File: src/rtl/mem_arb_pkg.sv
// rtl/mem_arb_pkg.sv - shared types and default widths for the pmem port arbiter.
package mem_arb_pkg;

  typedef enum logic [1:0] {IDLE, ISSUE, WAIT, RESP} state_t;
  typedef enum logic {GNT_IFU, GNT_LSU} grant_t;

  localparam int ADDR_W_DEF = 64;
  localparam int DATA_W_DEF = 64;
  localparam int TO_W_DEF   = 8;

endpackage

File: src/rtl/mem_port_arbiter_if.sv
// rtl/mem_port_arbiter_if.sv - requester and memory-side signals of the pmem port arbiter.
interface mem_port_arbiter_if #(
  parameter int ADDR_W = 64,
  parameter int DATA_W = 64
);
  logic                ifu_req_valid;
  logic                ifu_req_ready;
  logic [ADDR_W-1:0]   ifu_addr;
  logic                ifu_resp_valid;
  logic                ifu_resp_err;
  logic [DATA_W-1:0]   ifu_rdata;
  logic                lsu_req_valid;
  logic                lsu_req_ready;
  logic [ADDR_W-1:0]   lsu_addr;
  logic                lsu_wen;
  logic [DATA_W-1:0]   lsu_wdata;
  logic [DATA_W/8-1:0] lsu_wmask;
  logic                lsu_resp_valid;
  logic                lsu_resp_err;
  logic [DATA_W-1:0]   lsu_rdata;
  logic                mem_req_valid;
  logic                mem_req_ready;
  logic [ADDR_W-1:0]   mem_addr;
  logic                mem_wen;
  logic [DATA_W-1:0]   mem_wdata;
  logic [DATA_W/8-1:0] mem_wmask;
  logic                mem_resp_valid;
  logic [DATA_W-1:0]   mem_rdata;

  modport slave (
    input  ifu_req_valid, ifu_addr,
    input  lsu_req_valid, lsu_addr, lsu_wen, lsu_wdata, lsu_wmask,
    input  mem_req_ready, mem_resp_valid, mem_rdata,
    output ifu_req_ready, ifu_resp_valid, ifu_resp_err, ifu_rdata,
    output lsu_req_ready, lsu_resp_valid, lsu_resp_err, lsu_rdata,
    output mem_req_valid, mem_addr, mem_wen, mem_wdata, mem_wmask
  );

  modport master (
    output ifu_req_valid, ifu_addr,
    output lsu_req_valid, lsu_addr, lsu_wen, lsu_wdata, lsu_wmask,
    output mem_req_ready, mem_resp_valid, mem_rdata,
    input  ifu_req_ready, ifu_resp_valid, ifu_resp_err, ifu_rdata,
    input  lsu_req_ready, lsu_resp_valid, lsu_resp_err, lsu_rdata,
    input  mem_req_valid, mem_addr, mem_wen, mem_wdata, mem_wmask
  );
endinterface

File: src/rtl/mem_arb_picker.sv
// rtl/mem_arb_picker.sv - combinational IFU/LSU grant; MEM_ARB_ROUND_ROBIN_EN selects alternating
// priority on conflicts, otherwise LSU wins.
module mem_arb_picker
  import mem_arb_pkg::*;
(
  input  logic   ifu_valid,
  input  logic   lsu_valid,
`ifdef MEM_ARB_ROUND_ROBIN_EN
  input  grant_t last_grant,
`endif
  output logic   any_req,
  output grant_t grant
);

  always_comb begin
    any_req = ifu_valid | lsu_valid;
    grant   = lsu_valid ? GNT_LSU : GNT_IFU;
`ifdef MEM_ARB_ROUND_ROBIN_EN
    if (ifu_valid && lsu_valid) begin
      grant = (last_grant == GNT_IFU) ? GNT_LSU : GNT_IFU;
    end
`else
    if (ifu_valid && lsu_valid) begin
      grant = GNT_LSU;
    end
`endif
  end

endmodule

File: src/rtl/mem_port_arbiter.sv
// rtl/mem_port_arbiter.sv - one-outstanding pmem port shared by IFU and LSU, with WAIT watchdog.
// MEM_ARB_ROUND_ROBIN_EN enables round-robin conflict arbitration.
module mem_port_arbiter
  import mem_arb_pkg::*;
#(
  parameter int ADDR_W = ADDR_W_DEF,
  parameter int DATA_W = DATA_W_DEF,
  parameter int TO_W   = TO_W_DEF
)(
  input  logic              clk,
  input  logic              rst,
  mem_port_arbiter_if.slave bus,
  output logic              stray_resp
);

  // Last WAIT cycle before the watchdog fires: cnt is about to reach 2**TO_W-1.
  localparam logic [TO_W-1:0] CNT_LAST = TO_W'((2 ** TO_W) - 2);

  state_t              state_q, state_d;
  grant_t              grant_q, pick;
  logic                any_req;
  logic [ADDR_W-1:0]   addr_q;
  logic                wen_q;
  logic [DATA_W-1:0]   wdata_q;
  logic [DATA_W/8-1:0] wmask_q;
  logic [DATA_W-1:0]   rdata_q;
  logic                err_q;
  logic [TO_W-1:0]     cnt_q;
  logic                timeout;

`ifdef MEM_ARB_ROUND_ROBIN_EN
  grant_t last_grant_q;
`endif

  mem_arb_picker u_picker (
    .ifu_valid  (bus.ifu_req_valid),
    .lsu_valid  (bus.lsu_req_valid),
`ifdef MEM_ARB_ROUND_ROBIN_EN
    .last_grant (last_grant_q),
`endif
    .any_req    (any_req),
    .grant      (pick)
  );

  assign timeout = (cnt_q == CNT_LAST) && !bus.mem_resp_valid;

  always_comb begin
    state_d = state_q;
    case (state_q)
      IDLE:    if (any_req) state_d = ISSUE;
      ISSUE:   if (bus.mem_req_ready) state_d = WAIT;
      WAIT:    if (bus.mem_resp_valid || timeout) state_d = RESP;
      RESP:    state_d = IDLE;
      default: state_d = IDLE;
    endcase
  end

  always_ff @(posedge clk or posedge rst) begin
    if (rst) begin
      state_q    <= IDLE;
      grant_q    <= GNT_IFU;
      addr_q     <= '0;
      wen_q      <= 1'b0;
      wdata_q    <= '0;
      wmask_q    <= '0;
      rdata_q    <= '0;
      err_q      <= 1'b0;
      cnt_q      <= '0;
      stray_resp <= 1'b0;
`ifdef MEM_ARB_ROUND_ROBIN_EN
      last_grant_q <= GNT_IFU;
`endif
    end else begin
      state_q <= state_d;
      if (bus.mem_resp_valid && state_q != WAIT) stray_resp <= 1'b1;
      case (state_q)
        IDLE: begin
          if (any_req) begin
            grant_q <= pick;
`ifdef MEM_ARB_ROUND_ROBIN_EN
            last_grant_q <= pick;
`endif
            if (pick == GNT_LSU) begin
              addr_q  <= bus.lsu_addr;
              wen_q   <= bus.lsu_wen;
              wdata_q <= bus.lsu_wdata;
              wmask_q <= bus.lsu_wmask;
            end else begin
              addr_q  <= bus.ifu_addr;
              wen_q   <= 1'b0;
              wdata_q <= '0;
              wmask_q <= '0;
            end
          end
        end
        ISSUE: if (bus.mem_req_ready) cnt_q <= '0;
        WAIT: begin
          cnt_q <= cnt_q + 1'b1;
          if (bus.mem_resp_valid) begin
            rdata_q <= bus.mem_rdata;
            err_q   <= 1'b0;
          end else if (timeout) begin
            rdata_q <= '0;
            err_q   <= 1'b1;
          end
        end
        default: ;
      endcase
    end
  end

  // Ready is gated by rst so a requester is never told it was accepted during reset.
  assign bus.ifu_req_ready  = (state_q == IDLE) && !rst && bus.ifu_req_valid && (pick == GNT_IFU);
  assign bus.lsu_req_ready  = (state_q == IDLE) && !rst && bus.lsu_req_valid && (pick == GNT_LSU);
  assign bus.ifu_resp_valid = (state_q == RESP) && (grant_q == GNT_IFU);
  assign bus.lsu_resp_valid = (state_q == RESP) && (grant_q == GNT_LSU);
  assign bus.ifu_resp_err   = bus.ifu_resp_valid && err_q;
  assign bus.lsu_resp_err   = bus.lsu_resp_valid && err_q;
  assign bus.ifu_rdata      = rdata_q;
  assign bus.lsu_rdata      = rdata_q;
  assign bus.mem_req_valid  = (state_q == ISSUE);
  assign bus.mem_addr       = addr_q;
  assign bus.mem_wen        = wen_q;
  assign bus.mem_wdata      = wdata_q;
  assign bus.mem_wmask      = wen_q ? wmask_q : '0;

endmodule

File: src/flat_wrapper.sv
// flat-port wrapper written by rule: the top's interface ports become plain ports
module mem_port_arbiter_flat import mem_arb_pkg::*;
#(
  parameter int ADDR_W = ADDR_W_DEF,
  parameter int DATA_W = DATA_W_DEF,
  parameter int TO_W   = TO_W_DEF
)
  (clk, rst, stray_resp, bus_ifu_req_valid, bus_ifu_addr, bus_lsu_req_valid, bus_lsu_addr, bus_lsu_wen, bus_lsu_wdata, bus_lsu_wmask, bus_mem_req_ready, bus_mem_resp_valid, bus_mem_rdata, bus_ifu_req_ready, bus_ifu_resp_valid, bus_ifu_resp_err, bus_ifu_rdata, bus_lsu_req_ready, bus_lsu_resp_valid, bus_lsu_resp_err, bus_lsu_rdata, bus_mem_req_valid, bus_mem_addr, bus_mem_wen, bus_mem_wdata, bus_mem_wmask);
  mem_port_arbiter_if #(.ADDR_W(ADDR_W), .DATA_W(DATA_W)) bus_i ();
  input  logic clk;
  input  logic rst;
  output logic stray_resp;
  input wire logic [$bits(bus_i.ifu_req_valid)-1:0] bus_ifu_req_valid;
  input wire logic [$bits(bus_i.ifu_addr)-1:0] bus_ifu_addr;
  input wire logic [$bits(bus_i.lsu_req_valid)-1:0] bus_lsu_req_valid;
  input wire logic [$bits(bus_i.lsu_addr)-1:0] bus_lsu_addr;
  input wire logic [$bits(bus_i.lsu_wen)-1:0] bus_lsu_wen;
  input wire logic [$bits(bus_i.lsu_wdata)-1:0] bus_lsu_wdata;
  input wire logic [$bits(bus_i.lsu_wmask)-1:0] bus_lsu_wmask;
  input wire logic [$bits(bus_i.mem_req_ready)-1:0] bus_mem_req_ready;
  input wire logic [$bits(bus_i.mem_resp_valid)-1:0] bus_mem_resp_valid;
  input wire logic [$bits(bus_i.mem_rdata)-1:0] bus_mem_rdata;
  output wire logic [$bits(bus_i.ifu_req_ready)-1:0] bus_ifu_req_ready;
  output wire logic [$bits(bus_i.ifu_resp_valid)-1:0] bus_ifu_resp_valid;
  output wire logic [$bits(bus_i.ifu_resp_err)-1:0] bus_ifu_resp_err;
  output wire logic [$bits(bus_i.ifu_rdata)-1:0] bus_ifu_rdata;
  output wire logic [$bits(bus_i.lsu_req_ready)-1:0] bus_lsu_req_ready;
  output wire logic [$bits(bus_i.lsu_resp_valid)-1:0] bus_lsu_resp_valid;
  output wire logic [$bits(bus_i.lsu_resp_err)-1:0] bus_lsu_resp_err;
  output wire logic [$bits(bus_i.lsu_rdata)-1:0] bus_lsu_rdata;
  output wire logic [$bits(bus_i.mem_req_valid)-1:0] bus_mem_req_valid;
  output wire logic [$bits(bus_i.mem_addr)-1:0] bus_mem_addr;
  output wire logic [$bits(bus_i.mem_wen)-1:0] bus_mem_wen;
  output wire logic [$bits(bus_i.mem_wdata)-1:0] bus_mem_wdata;
  output wire logic [$bits(bus_i.mem_wmask)-1:0] bus_mem_wmask;
  assign bus_i.ifu_req_valid = bus_ifu_req_valid;
  assign bus_i.ifu_addr = bus_ifu_addr;
  assign bus_i.lsu_req_valid = bus_lsu_req_valid;
  assign bus_i.lsu_addr = bus_lsu_addr;
  assign bus_i.lsu_wen = bus_lsu_wen;
  assign bus_i.lsu_wdata = bus_lsu_wdata;
  assign bus_i.lsu_wmask = bus_lsu_wmask;
  assign bus_i.mem_req_ready = bus_mem_req_ready;
  assign bus_i.mem_resp_valid = bus_mem_resp_valid;
  assign bus_i.mem_rdata = bus_mem_rdata;
  assign bus_ifu_req_ready = bus_i.ifu_req_ready;
  assign bus_ifu_resp_valid = bus_i.ifu_resp_valid;
  assign bus_ifu_resp_err = bus_i.ifu_resp_err;
  assign bus_ifu_rdata = bus_i.ifu_rdata;
  assign bus_lsu_req_ready = bus_i.lsu_req_ready;
  assign bus_lsu_resp_valid = bus_i.lsu_resp_valid;
  assign bus_lsu_resp_err = bus_i.lsu_resp_err;
  assign bus_lsu_rdata = bus_i.lsu_rdata;
  assign bus_mem_req_valid = bus_i.mem_req_valid;
  assign bus_mem_addr = bus_i.mem_addr;
  assign bus_mem_wen = bus_i.mem_wen;
  assign bus_mem_wdata = bus_i.mem_wdata;
  assign bus_mem_wmask = bus_i.mem_wmask;
  mem_port_arbiter #(.ADDR_W(ADDR_W), .DATA_W(DATA_W), .TO_W(TO_W)) u_core (.clk(clk), .rst(rst), .bus(bus_i), .stray_resp(stray_resp));
endmodule
File: config.mk
export PLATFORM = sky130hd
export DESIGN_NAME = mem_port_arbiter_flat
export DESIGN_NICKNAME = d
export VERILOG_FILES = /design/src/rtl/mem_arb_pkg.sv /design/src/rtl/mem_port_arbiter_if.sv /design/src/rtl/mem_arb_picker.sv /design/src/rtl/mem_port_arbiter.sv /design/src/flat_wrapper.sv
export SDC_FILE = /design/constraint.sdc
export NUM_CORES = 1
export LEC_CHECK = 0
export ABC_AREA = 1
export BUFFER_PORTS_ARGS = -buffer_cell sky130_fd_sc_hd__buf_2
export CAP_MARGIN = 25
export CORE_AREA = 2 2 208 210
export CTS_BUF_LIST = sky130_fd_sc_hd__clkbuf_4
export DETAILED_ROUTE_END_ITERATION = 16
export DIE_AREA = 0 0 210 212
export HOLD_SLACK_MARGIN = 0.1
export SLEW_MARGIN = 10
export SYNTH_ARGS = -nofsm -noshare
export SYNTH_HDL_FRONTEND = slang
export SYNTH_SLANG_ARGS = --single-unit
File: constraint.sdc
create_clock -name clk -period 23.1 [get_ports clk]
set_input_delay 4.62 -clock clk [delete_from_list [all_inputs] [get_ports clk]]
set_output_delay 4.62 -clock clk [all_outputs]
set_load 0.005 [all_outputs]
==> qor.log, run 1 <==
[timing] count of endpoints failing hold in the final timing report 0
[layout] synthesis-to-finish area growth 34.9%
[timing] Fin Clk Skew 0.0345 ns
[power_and_ir_drop] Static Leak 7.18 nW
[layout] number of nets in the layout 1,890
[detailed_routing] drt drc 0
[global_route] maximum number of pins on one net before global-route repair 117
[logic_synthesis] number of different library cells in the post-synthesis netlist 25
[worst_setup_path] crit start category input port
[die] Die Footprint 44,500 um2
[clock_tree] clock tree from TritonCTS built
[clock_tree] number of buffers added by the clock tree synthesis step 60
[power_and_ir_drop] power consumption 1.66 mW
[clock_tree] number of gates given a new drive strength after cts 0
[die] Floorplan Core Area 42,500 um2
[global_route] total routing resource utilization after global routing 13.6%
[die] die outline width 210 um
[die] number of cell rows 76
[clock_tree] root buffer selected by CTS sky130_fd_sc_hd__clkbuf_4
[layout] number of filler instances in the final layout 4,621
[detailed_routing] 1st-pass router iterations 5
[min_path] path category of the worst min-delay check reg2reg
[logic_synthesis] area fraction in compound gates after synthesis 8.53%
[logic_synthesis] cell count after synthesis 1,131
[detailed_routing] Detailed Route Iter0 Violations 393
[global_route] global-route layer with the greatest usage met2
[logic_synthesis] ranking of synthesized cells by area sky130_fd_sc_hd__dfrtp_1, sky130_fd_sc_hd__nand2_1, sky130_fd_sc_hd__buf_4, sky130_fd_sc_hd__a31oi_1, sky130_fd_sc_hd__nand3_1
[clock_tree] CTS max path bufs 3
[power_and_ir_drop] total power divided by cell area 126 nW/um2
[global_route] first-pass GRT wire length 48.1 mm
[detailed_routing] number of vias per cell after detailed routing 4.20
[logic_synthesis] Synth area leader sky130_fd_sc_hd__dfrtp_1
[global_route] number of antenna violations at the first check in global routing 3
[worst_setup_path] worst endpoint data arrival time 5.72 ns
[clock_tree] number of buffers added to fix hold violations after cts 0
[timing] Max Freq 0.0968 GHz
[global_route] met1 Resource Use GR 16.6%
[logic_synthesis] Post-Synthesis Mean Instance Area 8.61 um2
[logic_synthesis] adder-cell area share of the yosys netlist 0.899%
[worst_setup_path] worst setup path class in2out
[worst_setup_path] largest delay contributor family on the critical path buffers and inverters
[logic_synthesis] post-synth top area share 55.0%
[logic_synthesis] Synth Area in Simple Gates 22.8%
[detailed_routing] total wirelength of the detailed-routed design 31.9 mm
[detailed_routing] DR vias 9,259
[global_route] GRT met3 Usage 4.67%
[worst_setup_path] crit-path cells buf_2, inv_8, nand2_1, nor3_1, buf_2
[timing] Final Hold Slack 0.477 ns
[global_route] met2 routing resource usage after global routing 21.9%
[clock_tree] buffers inserted by post-CTS timing repair 0
[worst_setup_path] CP Capture Type output port
[timing] Least-Margin Pin Slew 0.910 ns
[timing] final period utilization 44.7%
[timing] unrepaired setup endpoints after global routing false
[global_route] Remaining Overflow, GRT 0
[worst_setup_path] most common cell type on the critical path sky130_fd_sc_hd__buf_2
[placement] number of buffer cells added on primary ports 543
[placement] HPWL after detailed placement 23.2 mm
[die] y dimension of the die 212 um
[logic_synthesis] portion of the post-synthesis area used by sequential elements 55.0%
[clock_tree] TritonCTS Sinks 214
[timing] Post-Route Setup TNS 0 ns
[logic_synthesis] mux share of post-synthesis cell area 0%
[worst_setup_path] buffers and inverters on the worst path 3
[detailed_routing] DR WL/cell 14.5 um
[detailed_routing] Post-DRT Antenna Nets 0
[job] MaxCap Viol Count 0
[die] starting density of the core 22.9%
[logic_synthesis] syn_nets 1,409
[logic_synthesis] netlist area before placement 9740 um2
[layout] layout cell share with drive strength beyond 1 42.2%
[worst_setup_path] data required time of the critical path 18.48 ns
[logic_synthesis] number of warning messages in the yosys log 0
[logic_synthesis] Synth Register Bits 214
[clock_tree] Clk pin slew, worst setup/hold paths 0.06 ns
[logic_synthesis] main combinational cell family by area after synthesis simple AND/OR/NAND/NOR gates
[logic_synthesis] Post-Synth XOR/XNOR Area 0.0899%
[worst_setup_path] biggest fanout along the worst timing path 94
[timing] Slew Viols, Final 0
[global_route] number of global-route vias before repair 8,950
[power_and_ir_drop] worst-case vdd ir drop 0.0625 mV
[die] boundary pin count 544
[timing] final setup vio count 0
[placement] RePlAce Congestion 0.830
[clock_tree] insertion delay of the later-clocked pin in the worst-skew pair 0.74 ns
[timing] Rel. slew slack 39.3%
[worst_setup_path] slowest stage cell, crit path sky130_fd_sc_hd__inv_8
[timing] final period demand of the worst path 10.34 ns
[clock_tree] H-tree depth 2
[run_status] outcome finished, final reports clean
[worst_setup_path] delay of the slowest critical-path stage 0.42 ns
[final cells by class]
cell class | count | area [um2] | area share, %
flip-flops and latches | 214 | 5360 | 40.8
repair buffers | 553 | 2820 | 21.4
multi-input cells | 681 | 3160 | 24.0
clock buffers | 88 | 661 | 5.03
inverters | 102 | 390 | 2.97
diodes | 2 | 5.00 | 0.0381
clock inverters | 18 | 70.1 | 0.533
well taps | 546 | 683 | 5.20
[worst paths after layout]
check	from	to	slack (ns)	cells after the start
worst max-delay path	rst	bus_ifu_req_ready	12.76	5
worst min-delay path	u_core.stray_resp	u_core.stray_resp	0.48	1
worst max register to register	u_core.state_q[0]	u_core.bus.mem_wdata[32]	20.55	6
worst min register to register	u_core.stray_resp	u_core.stray_resp	0.48	1
max in group asynchronous	rst	u_core.bus.mem_addr[11]	17.03	4
min in group asynchronous	rst	u_core.bus.ifu_rdata[32]	3.97	2
[worst reg2reg max path, cell delays in order (launching register included)]
cell	delay, ns
sky130_fd_sc_hd__dfrtp_1	0.42
sky130_fd_sc_hd__inv_1	0.12
sky130_fd_sc_hd__ha_1	0.23
sky130_fd_sc_hd__o21a_4	0.52
sky130_fd_sc_hd__buf_4	0.76
sky130_fd_sc_hd__nand3_1	0.29
sky130_fd_sc_hd__o21ai_1	0.14
[stage by stage]
stage	cell area [um2]	util, %	std cells	worst slack [ns]
after global placement	12400	29.1	2095	12.69
final	13100	30.9	2204	12.76
after floorplan	9740	-	1131	8.81
after global routing	13100	30.9	2204	12.58
after CTS	13100	30.8	2201	12.70
after detailed placement	12400	29.1	2095	12.72
[where the power goes]
group / leakage [nW] / switching, mW / internal (mW)
combinational: 4.10 / 0.357 / 0.284
clock: 0.443 / 0.166 / 0.173
sequential: 2.64 / 0.127 / 0.555
total: 7.18 / 0.650 / 1.01
[flip-flops by register name (all words and copies together), names as in the netlist]
name	count
u_core.grant_q	1
u_core.stray_resp	1
u_core.state_q	2
u_core.wmask_q	8
u_core.bus.mem_wdata	64
u_core.bus.ifu_rdata	64
u_core.bus.mem_addr	64
u_core.bus.mem_wen	1
u_core.cnt_q	8
u_core.err_q	1
[synthesized netlist by cell type (all sizes together)]
cell type    n
nand2      359
dfrtp      214
buf        124
inv        102
nand3       80
nor2        77
o21ai       77
a31oi       66
clkbuf      10
ha           7
nand4        5
a21oi        2
nor3         2
a21boi       1
nand3b       1
o21a         1
o21bai       1
or2          1
xor2         1
[routing by layer]
layer  up-vias  share of wire [%]
met3        64                8.4
met5         -                  0
met1      4231                 42
li1       4522                  -
met4         0                3.1
met2       442                 46
[placed cells by master (no fill, tap or decap), types with 14 or more instances in the layout]
cell type                  Yosys  final
sky130_fd_sc_hd__a31oi_1      66     66
sky130_fd_sc_hd__buf_2        37    542
sky130_fd_sc_hd__clkbuf_4      0     88
sky130_fd_sc_hd__clkinv_1      0     14
sky130_fd_sc_hd__dfrtp_1     214    214
sky130_fd_sc_hd__inv_1       102     99
sky130_fd_sc_hd__nand2_1     312    311
sky130_fd_sc_hd__nand2_2      47     47
sky130_fd_sc_hd__nand3_1      80     80
sky130_fd_sc_hd__nor2_1       76     76
sky130_fd_sc_hd__o21ai_0      63     63
sky130_fd_sc_hd__o21ai_1      14     14
[logic make-up after synthesis]
kind of cell    Yosys count
compound gates          148
buf+inv                 236
simple gates            525
flops                   214
fa+ha+maj                 7
xor+xnor                  1
Note: power is estimated with default switching activity, not from simulation.
==> run 2, diff against run 1 <==
Settings changed: CORE_AREA 2 2 208 210 to 2 2 211 213, DIE_AREA 0 0 210 212 to 0 0 213 215.
Clock period 23.1 ns to 10.4 ns, I/O delays scaled along.
==> qor.log, run 2 (synthesis gave the netlist of run 1 again) <==
[placement] number of buffer cells added on primary ports 543 [unchanged]
[detailed_routing] DR vias 9,303 [was 9,259]
[worst_setup_path] biggest fanout along the worst timing path 74 [was 94]
[clock_tree] H-tree depth 2 [unchanged]
[worst_setup_path] most common cell type on the critical path sky130_fd_sc_hd__buf_2 [unchanged]
[worst_setup_path] data required time of the critical path 8.32 ns [was 18.48 ns]
[clock_tree] number of buffers added by the clock tree synthesis step 60 [unchanged]
[worst_setup_path] worst endpoint data arrival time 3.04 ns [was 5.72 ns]
[global_route] maximum number of pins on one net before global-route repair 107 [was 117]
[worst_setup_path] crit start category input port [unchanged]
[detailed_routing] number of vias per cell after detailed routing 4.15 [was 4.20]
[worst_setup_path] CP Capture Type output port [unchanged]
[die] Floorplan Core Area 43,600 um2 [was 42,500 um2]
[die] y dimension of the die 215 um [was 212 um]
[global_route] Remaining Overflow, GRT 0 [unchanged]
[detailed_routing] drt drc 0 [unchanged]
[layout] final standard cell utilization of the core 30.2% [was 30.9%]
[detailed_routing] 1st-pass router iterations 4 [was 5]
[clock_tree] Clk pin slew, worst setup/hold paths 0.06 ns [about the same]
[worst_setup_path] crit path capture bus_ifu_req_ready [unchanged]
[worst_setup_path] launch instance of the worst register-to-register path u_core.state_q[0] [unchanged]
[worst_setup_path] worst setup path class in2out [unchanged]
[timing] Rel. slew slack 35.3% [was 39.3%]
[worst_setup_path] slowest stage cell, crit path sky130_fd_sc_hd__inv_8 [unchanged]
[power_and_ir_drop] total power divided by cell area 278 nW/um2 [was 126 nW/um2]
[die] Die Footprint 45,800 um2 [was 44,500 um2]
[die] number of cell rows 77 [was 76]
[worst_setup_path] register-to-register setup slack 7.56 ns [was 20.55 ns]
[clock_tree] buffers inserted by post-CTS timing repair 0 [unchanged]
[power_and_ir_drop] power consumption 3.67 mW [was 1.66 mW]
[detailed_routing] Post-DRT Antenna Nets 0 [unchanged]
[global_route] number of global-route vias before repair 8,978 [was 8,950]
[layout] synthesis-to-finish area growth 35.2% [was 34.9%]
[layout] layout cell share with drive strength beyond 1 42.3% [was 42.2%]
[detailed_routing] total wirelength of the detailed-routed design 32.3 mm [was 31.9 mm]
[power_and_ir_drop] worst-case vdd ir drop 0.114 mV [was 0.0625 mV]
[timing] final period utilization 49.3%
[timing] Post-Route Setup TNS 0 ns [unchanged]
[global_route] total routing resource utilization after global routing 13.5% [was 13.6%]
[clock_tree] number of buffers added to fix hold violations after cts 0 [unchanged]
[timing] count of endpoints failing hold in the final timing report 0 [unchanged]
[layout] most common library cell in the layout ignoring fill and taps sky130_fd_sc_hd__buf_2 [unchanged]
[power_and_ir_drop] Static Leak 7.17 nW [was 7.18 nW]
[clock_tree] TritonCTS Sinks 214 [unchanged]
[clock_tree] number of gates given a new drive strength after cts 0 [unchanged]
[detailed_routing] Detailed Route Iter0 Violations 382 [was 393]
[timing] Slew Viols, Final 0 [unchanged]
[worst_setup_path] end of the worst register-to-register path u_core.bus.mem_addr[58] [was u_core.bus.mem_wdata[32]]
[job] MaxCap Viol Count 0 [unchanged]
[worst_setup_path] Worst Reg2Reg Path Length in Cells 5 [was 6]
[timing] unrepaired setup endpoints after global routing false [unchanged]
[die] die outline width 213 um [was 210 um]
[placement] RePlAce Congestion 0.883 [was 0.830]
[clock_tree] root buffer selected by CTS sky130_fd_sc_hd__clkbuf_4 [unchanged]
[die] starting density of the core 22.3% [was 22.9%]
[layout] number of nets in the layout 1,889 [was 1,890]
[layout] most used cells in the layout excluding fill and tap cells sky130_fd_sc_hd__buf_2, sky130_fd_sc_hd__nand2_1, sky130_fd_sc_hd__dfrtp_1 [unchanged]
[timing] Least-Margin Pin Slew 0.971 ns [was 0.910 ns]
[detailed_routing] DR WL/cell 14.4 um [was 14.5 um]
[placement] HPWL after detailed placement 23.5 mm [was 23.2 mm]
[timing] Fin Clk Skew 0.0697 ns [was 0.0345 ns]
[worst_setup_path] delay of the slowest critical-path stage 0.38 ns [was 0.42 ns]
[global_route] first-pass GRT wire length 48.1 mm [about the same]
[run_status] outcome finished, final reports clean [unchanged]
[global_route] number of antenna violations at the first check in global routing 11 [was 3]
[clock_tree] clock tree from TritonCTS built [unchanged]
[die] boundary pin count 544 [unchanged]
[worst_setup_path] crit path from rst [unchanged]
[timing] final setup vio count 0 [unchanged]
[clock_tree] insertion delay of the later-clocked pin in the worst-skew pair 0.77 ns [was 0.74 ns]
[clock_tree] CTS max path bufs 3 [unchanged]
[timing] final period demand of the worst path 5.13 ns
[min_path] path category of the worst min-delay check reg2reg [unchanged]
[worst_setup_path] crit-path cells buf_2, inv_8, nand2_1, nor3_1, buf_2 [unchanged]
[timing] Max Freq 0.195 GHz
-- run 2: area by class of cell --
cell class	count	area, um2
Clock inverter	11	41.3
Clock buffer	90	676
Sequential cell	214	5360
Antenna cell	2	5.00
Tap cell	592	741
Inverter	102	390
Multi-Input combinational cell	681	3160
Fill cell	4747	30500
Timing Repair Buffer	552	2810
-- run 2: power breakdown --
part / total [mW] / internal (mW) / switching (mW)
clock network: 0.745 / 0.388 / 0.357
registers: 1.51 / 1.23 / 0.272
logic: 1.41 / 0.624 / 0.790
-- run 2: layer usage --
metal / GRT usage [%] / up-vias / wire length [um]
met1: 14.9 / 4273 / 12700
met3: 5.01 / 85 / 3020
met2: 23.2 / 430 / 15500
met4: 5.36 / 16 / 975
li1: - / 4499 / -
met5: 0 / - / 115
-- run 2: stage by stage --
stage / std cells / worst slack, ns / hold WS [ns] / instance area, um2
finish: 2244 / 5.28 / 0.466 / 13200
global route: 2244 / 5.12 / 0.509 / 13200
CTS: 2241 / 5.23 / 0.475 / 13100
detailed placement: 2140 / 5.24 / 0.458 / 12400
global placement: 2140 / 5.22 / 0.457 / 12400
floorplan: 1131 / 1.19 / 0.468 / 9740
-- run 2: critical path, delay by kind of cell --
family,cells,cell delay (ns)
buf+inv,3,0.65
simple gates,2,0.29
-- run 2: worst min-delay path by stage --
| stage | start | endpoint | slack (ns) | cells past startpoint |
|---|---|---|---|---|
| CTS | u_core.stray_resp | u_core.stray_resp | 0.47 | 1 |
| global route | u_core.stray_resp | u_core.stray_resp | 0.51 | 1 |
| floorplan | u_core.stray_resp | u_core.stray_resp | 0.47 | 1 |
| detailed placement | u_core.stray_resp | u_core.stray_resp | 0.46 | 1 |
| finish | u_core.stray_resp | u_core.stray_resp | 0.47 | 1 |
| global placement | u_core.stray_resp | u_core.stray_resp | 0.46 | 1 |
